[config.mk]
export PLATFORM = sky130hd
export DESIGN_NAME = lsu_apb_master
export DESIGN_NICKNAME = d
export VERILOG_FILES = /design/src/rtl/lsu_pkg.sv /design/src/rtl/lsu_load_align.sv /design/src/rtl/lsu_apb_master.sv
export SDC_FILE = /design/constraint.sdc
export NUM_CORES = 1
export LEC_CHECK = 0
export CORE_AREA = 2 2 102 104
export DETAILED_ROUTE_END_ITERATION = 8
export DIE_AREA = 0 0 104 106
export GPL_ROUTABILITY_DRIVEN = 0
export PLACE_DENSITY = 0.79
export SYNTH_ARGS = -nofsm -noshare
export SYNTH_HDL_FRONTEND = slang
export SYNTH_SLANG_ARGS = --single-unit
[constraint.sdc]
create_clock -name clk -period 1.85 [get_ports clk]
set_input_delay 0.37 -clock clk [delete_from_list [all_inputs] [get_ports clk]]
set_output_delay 0.37 -clock clk [all_outputs]
set_load 0.01 [all_outputs]
[src/rtl/lsu_pkg.sv]
// Shared definitions for the load/store-unit APB master: funct3 encodings,
// APB FSM state type and the request legality check.
package lsu_pkg;

    localparam logic [2:0] F3_B  = 3'b000;
    localparam logic [2:0] F3_H  = 3'b001;
    localparam logic [2:0] F3_W  = 3'b010;
    localparam logic [2:0] F3_BU = 3'b100;
    localparam logic [2:0] F3_HU = 3'b101;

    typedef enum logic [1:0] {
        ST_IDLE,
        ST_SETUP,
        ST_ACCESS
    } apb_state_e;

    // Illegal requests never reach the bus: bad funct3 for the direction, or misaligned access.
    function automatic logic req_illegal(input logic we, input logic [2:0] f3, input logic [1:0] off);
        logic bad_f3;
        logic misaligned;
        if (we) begin
            bad_f3 = (f3 > F3_W);
        end else begin
            bad_f3 = !(f3 == F3_B || f3 == F3_H || f3 == F3_W || f3 == F3_BU || f3 == F3_HU);
        end
        misaligned = ((f3[1:0] == 2'b01) && off[0]) || ((f3[1:0] == 2'b10) && (off != 2'b00));
        return bad_f3 || misaligned;
    endfunction

endpackage

[src/rtl/lsu_load_align.sv]
// Load-data lane select: shifts the addressed byte/half down to bit 0 and
// sign- or zero-extends it according to the load funct3.
module lsu_load_align
    import lsu_pkg::*;
(
    input  logic [31:0] prdata_i,
    input  logic [1:0]  off_i,
    input  logic [2:0]  funct3_i,
    output logic [31:0] rdata_o
);

    logic [31:0] shifted;

    always_comb begin
        shifted = prdata_i >> {off_i, 3'b000};
        rdata_o = 32'h0;
        case (funct3_i)
            F3_B:    rdata_o = {{24{shifted[7]}}, shifted[7:0]};
            F3_H:    rdata_o = {{16{shifted[15]}}, shifted[15:0]};
            F3_W:    rdata_o = shifted;
            F3_BU:   rdata_o = {24'h0, shifted[7:0]};
            F3_HU:   rdata_o = {16'h0, shifted[15:0]};
            default: rdata_o = 32'h0;
        endcase
    end

endmodule

[src/rtl/lsu_apb_master.sv]
// RV32 load/store unit APB master: one request at a time, alignment check,
// store lane building, load extension. Optional ACCESS timeout via `LSU_APB_TIMEOUT_EN.
module lsu_apb_master
    import lsu_pkg::*;
#(
    parameter int ADDR_W      = 11,
    parameter int TIMEOUT_CYC = 16
) (
    input  logic              clk,
    input  logic              rst,
    input  logic              req_valid,
    output logic              req_ready,
    input  logic              req_we,
    input  logic [2:0]        req_funct3,
    input  logic [31:0]       req_addr,
    input  logic [31:0]       req_wdata,
    output logic              rsp_valid,
    output logic [31:0]       rsp_rdata,
    output logic              rsp_err,
    output logic              psel,
    output logic              penable,
    output logic              pwrite,
    output logic [ADDR_W-1:0] paddr,
    output logic [31:0]       pwdata,
    output logic [3:0]        pstrb,
    input  logic [31:0]       prdata,
    input  logic              pready,
    input  logic              pslverr
);

    apb_state_e        state_q;
    logic              psel_q;
    logic              penable_q;
    logic              pwrite_q;
    logic [ADDR_W-1:0] paddr_q;
    logic [31:0]       pwdata_q;
    logic [3:0]        pstrb_q;
    logic [2:0]        funct3_q;
    logic [1:0]        off_q;
    logic              rsp_valid_q;
    logic              rsp_err_q;
    logic [31:0]       rsp_rdata_q;

    logic [31:0]       pwdata_d;
    logic [3:0]        pstrb_d;
    logic              illegal_d;
    logic [31:0]       load_rdata;

    // Upper request address bits lie outside the data-memory window.
    logic unused_addr_bits;
    assign unused_addr_bits = ^req_addr[31:ADDR_W];

`ifdef LSU_APB_TIMEOUT_EN
    localparam int CNT_W = $clog2(TIMEOUT_CYC + 1);
    logic [CNT_W-1:0] cnt_q;
`else
    localparam int unused_timeout_cyc = TIMEOUT_CYC;
`endif

    assign illegal_d = req_illegal(req_we, req_funct3, req_addr[1:0]);

    always_comb begin
        pstrb_d  = 4'b0000;
        pwdata_d = 32'h0;
        if (req_we) begin
            case (req_funct3[1:0])
                2'b00: begin
                    pstrb_d  = 4'b0001 << req_addr[1:0];
                    pwdata_d = {4{req_wdata[7:0]}};
                end
                2'b01: begin
                    pstrb_d  = 4'b0011 << req_addr[1:0];
                    pwdata_d = {2{req_wdata[15:0]}};
                end
                default: begin
                    pstrb_d  = 4'b1111;
                    pwdata_d = req_wdata;
                end
            endcase
        end
    end

    lsu_load_align u_load_align (
        .prdata_i (prdata),
        .off_i    (off_q),
        .funct3_i (funct3_q),
        .rdata_o  (load_rdata)
    );

    always_ff @(posedge clk) begin
        if (rst) begin
            state_q     <= ST_IDLE;
            psel_q      <= 1'b0;
            penable_q   <= 1'b0;
            pwrite_q    <= 1'b0;
            paddr_q     <= '0;
            pwdata_q    <= 32'h0;
            pstrb_q     <= 4'b0000;
            funct3_q    <= 3'b000;
            off_q       <= 2'b00;
            rsp_valid_q <= 1'b0;
            rsp_err_q   <= 1'b0;
            rsp_rdata_q <= 32'h0;
`ifdef LSU_APB_TIMEOUT_EN
            cnt_q       <= '0;
`endif
        end else begin
            rsp_valid_q <= 1'b0;
            rsp_err_q   <= 1'b0;
            rsp_rdata_q <= 32'h0;
            case (state_q)
                ST_IDLE: begin
                    if (req_valid) begin
                        if (illegal_d) begin
                            rsp_valid_q <= 1'b1;
                            rsp_err_q   <= 1'b1;
                        end else begin
                            state_q  <= ST_SETUP;
                            psel_q   <= 1'b1;
                            pwrite_q <= req_we;
                            paddr_q  <= req_addr[ADDR_W-1:0];
                            pwdata_q <= pwdata_d;
                            pstrb_q  <= pstrb_d;
                            funct3_q <= req_funct3;
                            off_q    <= req_addr[1:0];
`ifdef LSU_APB_TIMEOUT_EN
                            cnt_q    <= '0;
`endif
                        end
                    end
                end
                ST_SETUP: begin
                    state_q   <= ST_ACCESS;
                    penable_q <= 1'b1;
                end
                ST_ACCESS: begin
                    if (pready) begin
                        state_q     <= ST_IDLE;
                        psel_q      <= 1'b0;
                        penable_q   <= 1'b0;
                        rsp_valid_q <= 1'b1;
                        rsp_err_q   <= pslverr;
                        rsp_rdata_q <= (pwrite_q || pslverr) ? 32'h0 : load_rdata;
`ifdef LSU_APB_TIMEOUT_EN
                    end else if (cnt_q == CNT_W'(TIMEOUT_CYC - 1)) begin
                        state_q     <= ST_IDLE;
                        psel_q      <= 1'b0;
                        penable_q   <= 1'b0;
                        rsp_valid_q <= 1'b1;
                        rsp_err_q   <= 1'b1;
                        cnt_q       <= cnt_q + 1'b1;
                    end else begin
                        cnt_q <= cnt_q + 1'b1;
`endif
                    end
                end
                default: begin
                    state_q   <= ST_IDLE;
                    psel_q    <= 1'b0;
                    penable_q <= 1'b0;
                end
            endcase
        end
    end

    assign req_ready = (state_q == ST_IDLE);
    assign psel      = psel_q;
    assign penable   = penable_q;
    assign pwrite    = pwrite_q;
    assign paddr     = paddr_q;
    assign pwdata    = pwdata_q;
    assign pstrb     = pstrb_q;
    assign rsp_valid = rsp_valid_q;
    assign rsp_err   = rsp_err_q;
    assign rsp_rdata = rsp_rdata_q;

endmodule
# After elaboration in Yosys (flattened, before gate mapping)
# Index checks and enable logic that the tools add are counted.
word_totals:
  out_inout_bits: 85
  in_bits: 105
  reg_bits: 91
  word_cells: 77
classes:
  n_reduce_logical: 20
  mux: 21
  n_eq_ne: 15
  magnitude_cmp: 1
  bitwise: 5
  shifts: 3
op_table:
  columns: ["cell", "n"]
  rows:
  - ["32-bit case mux with 5 select lines", 1]
  - ["32-bit case mux with 2 select lines", 1]
  - ["32-bit 2-to-1 mux", 1]
  - ["32-bit by 5-bit >> shifter with 32-bit output", 1]
  - ["3-bit == test (second input constant)", 4]
  - ["1-bit 2-to-1 mux", 8]
  - ["4-bit case mux with 2 select lines", 1]
  - ["1-bit logical OR", 7]
  - ["3-bit by 1-bit == test with 1-bit output (second input constant)", 2]
  - ["3-bit by 2-bit == test with 1-bit output (second input constant)", 2]
  - ["3-bit logical NOT", 2]
  - ["2-bit 2-to-1 mux", 3]
  - ["2-bit inequality test (second input constant)", 3]
  - ["1-bit case mux with 3 select lines", 2]
  - ["2-bit case mux with 3 select lines", 1]
  - ["3-bit AND reduction", 2]
  - ["1-bit inverter", 5]
  - ["2-bit by 1-bit == test with 1-bit output (second input constant)", 2]
  - ["2-bit == test (second input constant)", 2]
  - ["2-bit logical NOT", 2]
  - ["4-bit 2-to-1 mux", 1]
  - ["1-bit case mux with 2 select lines", 2]
  - ["4-bit AND reduction", 1]
  - ["4-bit OR reduction", 1]
  - ["7 further kinds", 8]

# Depth between registers and ports, before layout
# Gate-level depths: netlist of the first run.
depth:
  depth_word: 11
  depth_mapped: 7
  ltp_nobuf: 4

# Cells and area by module
# From an unflattened synthesis of the first run, not the netlist that was laid out.
hier_totals:
  hier_cells: 480
  hier_area_um2: 4398.0
by_module_without_submodules:
  columns: ["module", "n_inst", "cells_each", "seq_area_each_um2", "area_each_um2"]
  rows:
  - ["lsu_apb_master", 1, 371, 1781.7, 3594.7]
  - ["lsu_load_align", 1, 109, 0.0, 803.3]

# Worst setup path after synthesis of the first run
# OpenSTA, ideal clock, no wires.
synth_path:
  path_type: "register to register"
  start: "reg, netlist name paddr[1]"
  end: "reg rsp_rdata_q[22], in the netlist rsp_rdata[22]"
  setup_time_ns: 0.135
  path_buffers: 3
  t_required_ns: 1.715
  period_less_slack_ns: 1.576
  stages_incl_launch_ff: 8
  arrival_time_ns: 1.441
  path_slack_ns: 0.274
  cell_sequence: "dfxtp_1 buf_6 mux2_1 nand3_1 and3_1 buf_2 buf_2 a21oi_1"
synth_rtl:
  columns: ["element", "line_no", "rtl"]
  rows:
  - ["to (signal assigned)", "lsu_apb_master.sv:143", "rsp_rdata_q <= (pwrite_q || pslverr) ? 32'h0 : load_rdata;"]
  - ["to (decl)", "lsu_apb_master.sv:42", "logic [31:0] rsp_rdata_q;"]

# Final worst setup path of the first run
layout_path:
  start: "reg state_q[1]"
  end: "out req_ready"
layout_between:
  elab_chain_len: 1
layout_rtl:
  columns: ["element", "line_no", "rtl"]
  rows:
  - ["from (decl)", "lsu_apb_master.sv:31", "apb_state_e state_q;"]
  - ["from (signal assigned)", "lsu_apb_master.sv:92", "state_q <= ST_IDLE;"]
  - ["from (signal assigned)", "lsu_apb_master.sv:118", "state_q <= ST_SETUP;"]
  - ["from (signal assigned)", "lsu_apb_master.sv:133", "state_q <= ST_ACCESS;"]
  - ["2-bit logical NOT", "lsu_apb_master.sv:166", "assign req_ready = (state_q == ST_IDLE);"]
  - ["to (decl)", "lsu_apb_master.sv:12", "output logic req_ready,"]
# No other way between the ends.

==> key figures, run 1 <==
Power and ir drop
  – Clock Power Share: 0.302
  – Peak VDD IR: 0.3244 mV
  – NetSw: 1.102 mW
  – Int Pwr: 2.871 mW
  – PD cells: 645.9 mW/mm^2
  – Static leakage: 2.207 nW
  – Reg power frac: 0.502
  – Net Sw Frac: 0.2773
  – Power share of the combinational group: 0.196
  – Total power: 3.973 mW

Setup path
  – Worst r2r src: paddr[1]$_SDFFE_PP0P_
  – Startpoint type of the worst setup path: flop
  – CP cell instances: nor2_1, clkdlybuf4s50_1
  – Required @ worst endpoint: 1480 ps
  – Crit path DAT: 1410 ps
  – CP max FO: 6
  – CP Launch Point: state_q[1]$_SDFFE_PP0P_
  – Crit path max-delay cell type: clkdlybuf4s50_1
  – Worst Setup Path Type: flop to output port
  – Crit-path max cell delay: 550 ps
  – Crit. End Element: output port

Floorplan
  – Die width: 104 microns
  – Top-Level Pins: 190
  – Initial Util: 0.3980
  – Core box area: 0.01000 sq mm
  – Die Ht: 106 microns
  – Placement row count: 37
  – Die area: 0.01102 sq mm

Routing
  – Residual DRC: 0
  – DRT Wirelength: 11.95 mm
  – Drt via density: 5.133
  – DRT antenna net count: 0
  – Vias: 3,978
  – First-pass DRT Iterations: 4
  – Iteration-0 DRC Markers: 111
  – Wire length per cell: 15.42 microns

Worst hold path
  – Tightest Hold Check Type: flop to flop
  – Min-delay src: paddr[10]$_SDFFE_PP0P_

STA
  – Achievable Freq: 560.6 MHz
  – Final Hold Violating Endpoints: 0
  – RSZ-0062 raised after global routing: no
  – Setup TNS Final: 0 ps
  – Worst slew pin tran: 563.0 ps
  – Worst Skew: 6.525 ps
  – Final setup viols: 0
  – Fin crit share: 0.9642
  – Max Slew Vio Count: 0
  – Min Tclk post-route: 1784 ps
  – Max-Slew Margin vs Limit: 0.6139

Clocking
  – CTS Buffer Depth: 2
  – Clock transition at path regs: 90 ps
  – CTS tree: yes
  – Num CTS Buffers: 9
  – Worst-Skew Late Latency: 370 ps
  – CTS root buffer: clkbuf_8
  – Clk sinks: 89
  – H-tree depth: 3
  – Hold Buf Count CTS: 0

Layout
  – Final Non-Filler Cells: 775
  – ANT cells: 0
  – Syn-to-layout area delta: 54.54%
  – Multi-input gate area: 0.001976 sq mm
  – Register area: 0.001787 sq mm
  – Fraction of layout cells with a size suffix above 1: 0.1174
  – Fill cell count: 858
  – Final layout net count: 739

Place
  – Buffers on Ports: 168
  – DP HPWL: 9.206 mm
  – Post-Place Cells: 759

Logic synthesis
  – Main synth FF type: dfxtp_1
  – Cell count after synthesis: 458
  – Syn. warnings: 0
  – Asr flop ratio synth: 0
  – #FFs+latches synth: 89
  – Post-synthesis sequential area ratio: 0.4477
  – Mean Syn Cell Area: 8.690 sq um
  – Post-Syn Nets: 563
  – Post-Syn Area: 0.003980 sq mm
  – Post-synth cell types: 39
  – Post-synth EDFFs: 0

GRT
  – Global-route wire length before repair: 19.38 mm
  – Initial antenna violation count: 0
  – Vias in the first global route: 4,059
  – Grt ovf: 0
  – Largest net degree at the start of global routing: 33
  – Total Routing Usage GR: 0.2186

Run
  – Max_cap viols: 0

Status
  – Status: completed
flip-flops by register name, summed over array words and instances (netlist names):
name,cells
pwdata,32
rsp_rdata,32
paddr,11
pstrb,4
funct3_q,3
state_q,2
penable,1
psel,1
pwrite,1
rsp_err,1
rsp_valid,1
critical path: cells and delay by family, from the launching register on:
kind / cells / cell delay, ps
buf+inv: 1 / 550
flops: 1 / 370
simple gates: 1 / 130
stage by stage:
step	utilization	hold WS, ps	cell area (sq um)	setup slack (ps)
floorplan	-	476.2	3980	273.7
global placement	0.5978	440.5	5978	-196.2
detailed placement	0.5978	448.6	5978	-230.7
CTS	0.6150	460.1	6150	19.21
global route	0.6151	487.6	6151	9.275
finish	0.6151	461.0	6151	66.21
cell usage after synthesis (2+ instances only):
library cell / number / share of area
dfxtp_1: 89 / 0.45
nand2_1: 78 / 0.074
a21oi_1: 55 / 0.069
mux2i_1: 33 / 0.083
nand3_1: 28 / 0.035
o21ai_0: 19 / 0.024
nor2_1: 18 / 0.017
clkbuf_1: 16 / 0.015
a211oi_1: 14 / 0.026
buf_2: 13 / 0.016
nor2b_1: 11 / 0.017
nor3_1: 11 / 0.014
a31o_1: 9 / 0.020
a21oi_2: 8 / 0.018
and2_1: 7 / 0.011
mux2_2: 7 / 0.020
o31ai_1: 7 / 0.013
buf_6: 6 / 0.017
o211ai_1: 5 / 0.0094
buf_4: 3 / 0.0057
a21boi_0: 2 / 0.0038
inv_1: 2 / 0.0019
logic make-up after synthesis:
kind of cell / share of synthesized area
XOR/XNOR: 0.002201
AND/OR/NAND/NOR: 0.1893
buffers and inverters: 0.05784
multiplexers: 0.1094
flip-flops: 0.4477
AO/OA/AOI/OAI: 0.1936
cell type report:
class	instances	share of cell area
clock buffer	9	0.02014
clock inverter	7	0.007323
inverter	3	0.001831
multi-input combinational	327	0.3212
sequential	89	0.2905
tap	136	0.02766
timing repair buffer	204	0.3314
power groups by stage:
| stage | sequential [mW] | combinational (mW) | clock (mW) |
|---|---|---|---|
| after floorplan | 2.05 | 0.335 | 0 |
| after global placement | 2.04 | 0.766 | 0 |
| after detailed placement | 2.04 | 0.778 | 0 |
| after CTS | 1.99 | 0.781 | 1.23 |
| after global routing | 2.00 | 0.842 | 1.29 |
| final | 1.99 | 0.781 | 1.20 |
routing by layer:
| layer | GRT usage | share of wire | up-vias |
|---|---|---|---|
| li1 | - | - | 1957 |
| met1 | 0.2449 | 0.41 | 1844 |
| met2 | 0.3886 | 0.49 | 159 |
| met3 | 0.06193 | 0.081 | 18 |
| met4 | 0.09363 | 0.020 | 0 |
| met5 | 0 | 0 | - |
layout by cell type, fill, tap and decap left out, types with 4 or more instances in the layout:
cell type / synthesis / layout
clkdlybuf4s50_1: 0 / 167
o21ai_0: 19 / 19
nand3_1: 28 / 28
o31ai_1: 7 / 7
a211oi_1: 14 / 14
nor2b_1: 11 / 11
clkinv_2: 0 / 4
dfxtp_1: 89 / 87
a21oi_1: 55 / 55
buf_4: 3 / 29
a21oi_2: 8 / 8
a31o_1: 9 / 9
nor3_1: 11 / 11
mux2_2: 7 / 7
o211ai_1: 5 / 5
mux2i_1: 33 / 33
nor2_1: 18 / 18
nand2_1: 78 / 78
buf_12: 0 / 7
clkbuf_8: 0 / 9
and2_1: 7 / 7
final timing paths:
check,end,slack (ps),depth (start not counted)
setup / recovery,req_ready,70,2
setup reg to reg,rsp_rdata[29]$_SDFF_PP0_,220,7
hold reg to reg,paddr[10]$_SDFFE_PP0P_,460,2
hold / removal,paddr[10]$_SDFFE_PP0P_,460,2
timing repair:
action	CTS	global route
gates resized for setup	3	1
pin swaps	0	0
buffers inserted	0	0
setup endpoints to repair	1	1
No activity file was read; power rests on OpenSTA's default activity.
==> run 2, diff against run 1 <==
- CORE_AREA: 2 2 102 104 -> 2 2 105 107
- CTS_BUF_LIST: not set -> sky130_fd_sc_hd__clkbuf_4 sky130_fd_sc_hd__clkbuf_8 sky130_fd_sc_hd__clkbuf_16
- DIE_AREA: 0 0 104 106 -> 0 0 107 109
- PLACE_DENSITY: 0.79 -> 0.8
- SYNTH_HIERARCHICAL: not set -> 1
==> key figures, run 2 <==
Power and ir drop
  – PD cells: 625.0 mW/mm^2
  – Static leakage: 2.580 nW
  – Peak VDD IR: 0.3635 mV
  – Total power: 4.141 mW

Place
  – Buffers on Ports: 168
  – DP HPWL: 9.660 mm

Setup path
  – Crit. End Element: flop
  – Required @ worst endpoint: 2130 ps
  – CP max FO: 22
  – CP cell instances: clkdlybuf4s50_1, or4_4, buf_4, a21boi_4, buf_12, mux2i_1
  – Crit path DAT: 2080 ps
  – Worst Setup Path Type: primary input to flop
  – Crit-path max cell delay: 540 ps
  – Crit path max-delay cell type: or4_4
  – Startpoint type of the worst setup path: primary input

Worst hold path
  – Tightest Hold Check Type: flop to flop

Logic synthesis
  – Most frequent cell after synthesis: nand2_1
  – Post-Syn Nets: 585
  – Mean Syn Cell Area: 9.162 sq um
  – Asr flop ratio synth: 0
  – Main synth FF type: dfxtp_1
  – Cell count after synthesis: 480
  – Post-synth top area share: 0.4051
  – #FFs+latches synth: 89
  – Post-synthesis sequential area ratio: 0.4051
  – Leading area contributor after synthesis: dfxtp_1
  – Post-synth cell types: 49
  – Post-synth top cells: nand2_1 (92), dfxtp_1 (89), mux2i_1 (69)
  – Synth area leaders: dfxtp_1 (41%), mux2i_1 (16%), nand2_1 (7.9%)
  – Post-synth EDFFs: 0
  – Post-Syn Area: 0.004398 sq mm
  – Syn. warnings: 6

Clocking
  – Clk sinks: 89
  – Num CTS Buffers: 9
  – Worst-Skew Late Latency: 350 ps
  – CTS tree: yes
  – CTS root buffer: clkbuf_8
  – Clock transition at path regs: 90 ps
  – Hold Buf Count CTS: 0
  – H-tree depth: 3
  – CTS Buffer Depth: 2

Layout
  – Fill cell count: 875
  – Final layout net count: 763
  – Most frequent cells in the layout: clkdlybuf4s50_1 (168), nand2_1 (92), dfxtp_1 (87)
  – ANT cells: 0
  – Most common cell after layout, fill and taps aside: clkdlybuf4s50_1
  – Syn-to-layout area delta: 50.67%
  – Fraction of layout cells with a size suffix above 1: 0.1327

Floorplan
  – Top-Level Pins: 190
  – Die width: 107 microns
  – Die area: 0.01166 sq mm
  – Core box area: 0.01060 sq mm
  – Die Ht: 109 microns
  – Placement row count: 38
  – Initial Util: 0.4148

STA
  – Worst Skew: 8.263 ps
  – Min Tclk post-route: 1801 ps
  – Setup TNS Final: 0 ps
  – Max-Slew Margin vs Limit: 0.7221
  – Fin crit share: 0.9738
  – Max Slew Vio Count: 0
  – Final setup viols: 0
  – Worst slew pin tran: 416.0 ps
  – Final Hold Violating Endpoints: 0
  – Achievable Freq: 555.1 MHz
  – RSZ-0062 raised after global routing: no

GRT
  – Global-route wire length before repair: 20.47 mm
  – Largest net degree at the start of global routing: 50
  – Total Routing Usage GR: 0.2240
  – Initial antenna violation count: 0
  – Grt ovf: 0
  – Vias in the first global route: 4,183

Routing
  – DRT Wirelength: 12.75 mm
  – Vias: 4,085
  – Wire length per cell: 15.88 microns
  – First-pass DRT Iterations: 4
  – DRT antenna net count: 0
  – Residual DRC: 0
  – Iteration-0 DRC Markers: 171
  – Drt via density: 5.087

Status
  – Status: completed

Run
  – Max_cap viols: 0
## run 2: report_power, final
group / leakage [nW] / internal (mW) / switching [mW]
clock network: 0.0922 / 0.528 / 0.725
registers: 0.721 / 1.96 / 0.0359
logic: 1.77 / 0.503 / 0.386
## run 2: layout make-up
class / count / area (sq um) / area share
clock inverters: 6 / 43.79 / 0.006609
repair buffers: 204 / 2027 / 0.3059
flip-flops and latches: 89 / 1784 / 0.2693
well taps: 140 / 175.2 / 0.02644
clock buffers: 10 / 137.6 / 0.02077
inverters: 3 / 11.26 / 0.001699
multi-input cells: 351 / 2447 / 0.3693
## run 2: worst max-delay path, delay by kind of cell
kind,cells,cell delay [ps]
muxes,1,220
AOI/OAI and AO/OA,1,140
buffers and inverters,3,800
and+or+nand+nor,1,540
## run 2: kinds of logic after synthesis
family | after synthesis | share of synthesized area
mux | 87 | 0.2040
buf+inv | 40 | 0.04210
compound gates | 90 | 0.1479
flops | 89 | 0.4051
simple gates | 174 | 0.2009
## run 2: timing repair
item                       in CTS  in global routing
gates resized for setup         2                  0
setup endpoints to repair       2                  0
setup buffers                   0                  0
## run 2: stage by stage
step,std cells,utilization,hold WS [ps],cell area [sq um],setup slack [ps]
6_report,803,0.6250,459.1,6626,48.56
5_1_grt,803,0.6250,483.3,6626,15.06
4_1_cts,803,0.6250,463.2,6626,53.17
3_5_place_dp,787,0.6076,448.0,6442,-335.6
3_3_place_gp,787,0.6076,440.8,6442,-273.0
2_1_floorplan,480,-,439.1,4398,108.5
## run 2: path summary, 6_finish.rpt
kind	from	cells past startpoint	to	slack [ps]
max	req_funct3[0]	6	pwdata[7]$_SDFFE_PP0P_	50
min	paddr[10]$_SDFFE_PP0P_	2	paddr[10]$_SDFFE_PP0P_	460
max reg2reg	funct3_q[0]$_SDFFE_PP0P_	6	rsp_rdata[29]$_SDFF_PP0_	160
min reg2reg	paddr[10]$_SDFFE_PP0P_	2	paddr[10]$_SDFFE_PP0P_	460
## run 2: metal layers
layer	share of wire	vias up	track usage
met5	0	-	0
met4	0.020	0	0.09462
met3	0.095	19	0.07591
met2	0.49	166	0.3940
met1	0.40	1886	0.2474
li1	-	2014	-
==> run 3, diff against run 2 <==
- RECOVER_POWER: not set -> 100
==> key figures, run 3 (synthesized netlist as in run 2, its figures left out) <==
Status
  – Status: completed

GRT
  – Largest net degree at the start of global routing: 50
  – Total Routing Usage GR: 0.2240
  – Vias in the first global route: 4,183
  – Initial antenna violation count: 0
  – Global-route wire length before repair: 20.47 mm
  – Grt ovf: 0

Clocking
  – CTS Buffer Depth: 2
  – Hold Buf Count CTS: 0
  – Clock transition at path regs: 90 ps
  – CTS tree: yes
  – H-tree depth: 3
  – Num CTS Buffers: 9
  – Worst-Skew Late Latency: 360 ps
  – Clk sinks: 89
  – CTS root buffer: clkbuf_8

Routing
  – Wire length per cell: 15.93 microns
  – Vias: 4,128
  – DRT Wirelength: 12.79 mm
  – DRT antenna net count: 0
  – Drt via density: 5.141
  – First-pass DRT Iterations: 4
  – Iteration-0 DRC Markers: 137
  – Residual DRC: 0

Power and ir drop
  – PD cells: 626.4 mW/mm^2
  – Static leakage: 2.828 nW
  – Total power: 4.121 mW
  – Peak VDD IR: 0.3614 mV

Setup path
  – Crit-path max cell delay: 540 ps
  – Worst Setup Path Type: primary input to flop
  – Crit. End Element: flop
  – Required @ worst endpoint: 2140 ps
  – CP max FO: 22
  – Crit path max-delay cell type: or4_4
  – CP cell instances: clkdlybuf4s50_1, or4_4, buf_4, a21boi_4, buf_12, mux2i_1
  – Startpoint type of the worst setup path: primary input
  – Crit path DAT: 2080 ps

Floorplan
  – Initial Util: 0.4148
  – Core box area: 0.01060 sq mm
  – Placement row count: 38
  – Top-Level Pins: 190
  – Die area: 0.01166 sq mm
  – Die width: 107 microns
  – Die Ht: 109 microns

STA
  – Worst slew pin tran: 710.2 ps
  – Max Slew Vio Count: 0
  – Post-route setup slack: 61.03 ps
  – Max-Slew Margin vs Limit: 0.5266
  – Final setup viols: 0
  – Achievable Freq: 559.0 MHz
  – Worst Skew: 8.483 ps
  – Final Hold Violating Endpoints: 0
  – Setup TNS Final: 0 ps
  – Worst Hold Slack: 456.1 ps
  – Min Tclk post-route: 1789 ps
  – Fin crit share: 0.9670
  – RSZ-0062 raised after global routing: no

Layout
  – Most common cell after layout, fill and taps aside: nand2_1
  – Most frequent cells in the layout: nand2_1 (92), dfxtp_1 (87), clkdlybuf4s50_1 (86)
  – Syn-to-layout area delta: 49.59%
  – Fraction of layout cells with a size suffix above 1: 0.1267
  – Fin area: 0.006579 sq mm
  – Final layout net count: 763
  – Layout Utilization: 0.6205
  – ANT cells: 0
  – Fill cell count: 884
  – Final Non-Filler Cells: 803

Place
  – DP HPWL: 9.660 mm
  – Cell area after placement: 0.006442 sq mm
  – Buffers on Ports: 168
  – Setup WS pre-CTS: -335.6 ps
  – Post-Place Cells: 787

Run
  – Max_cap viols: 0

Worst hold path
  – Tightest Hold Check Type: flop to flop
[run 3: cell count changes in the layout (fill, tap and decap cells not counted), sizes merged]
cell and change:
buf -4, clkdlybuf4s50 -82, clkbuf +4, dlygate4sd3 +82
[run 3: final cells by class]
cell class	count	area, sq um	share of cell area
Multi-Input combinational cell	351	2437	0.3705
Timing Repair Buffer	204	1989	0.3024
Sequential cell	89	1784	0.2712
Tap cell	140	175.2	0.02663
Clock buffer	10	137.6	0.02092
Clock inverter	6	43.79	0.006657
Inverter	3	11.26	0.001712
[run 3: timing repair]
action,in CTS,in global routing
hold endpoints to repair,0,0
setup endpoints to repair,2,0
setup buffers,0,0
gates resized for setup,2,0
[run 3: layer usage]
metal,GRT usage,up-vias,routed length (microns)
met5,0,-,0
met4,0.09462,0,295
met3,0.07591,22,1205
met2,0.3940,168,6242
met1,0.2474,1924,5050
li1,-,2014,-
[run 3: critical path: cells and delay by family]
| family | cells | cell delay, ps |
|---|---|---|
| buffers and inverters | 3 | 800 |
| AOI/OAI and AO/OA | 1 | 140 |
| muxes | 1 | 220 |
| and+or+nand+nor | 1 | 540 |
[run 3: final timing paths]
| check | start | endpoint | slack, ps | cells past startpoint |
|---|---|---|---|---|
| worst max-delay path | req_funct3[0] | pwdata[7]$_SDFFE_PP0P_ | 60 | 6 |
| worst max register to register | funct3_q[0]$_SDFFE_PP0P_ | rsp_rdata[29]$_SDFF_PP0_ | 150 | 6 |
| worst min-delay path | paddr[10]$_SDFFE_PP0P_ | paddr[10]$_SDFFE_PP0P_ | 460 | 2 |
| worst min register to register | paddr[10]$_SDFFE_PP0P_ | paddr[10]$_SDFFE_PP0P_ | 460 | 2 |
[run 3: power by group]
group          internal (mW)  total (mW)  switching (mW)
Sequential              1.96        2.00          0.0336
Combinational          0.478       0.862           0.385
Clock                  0.527        1.26           0.734
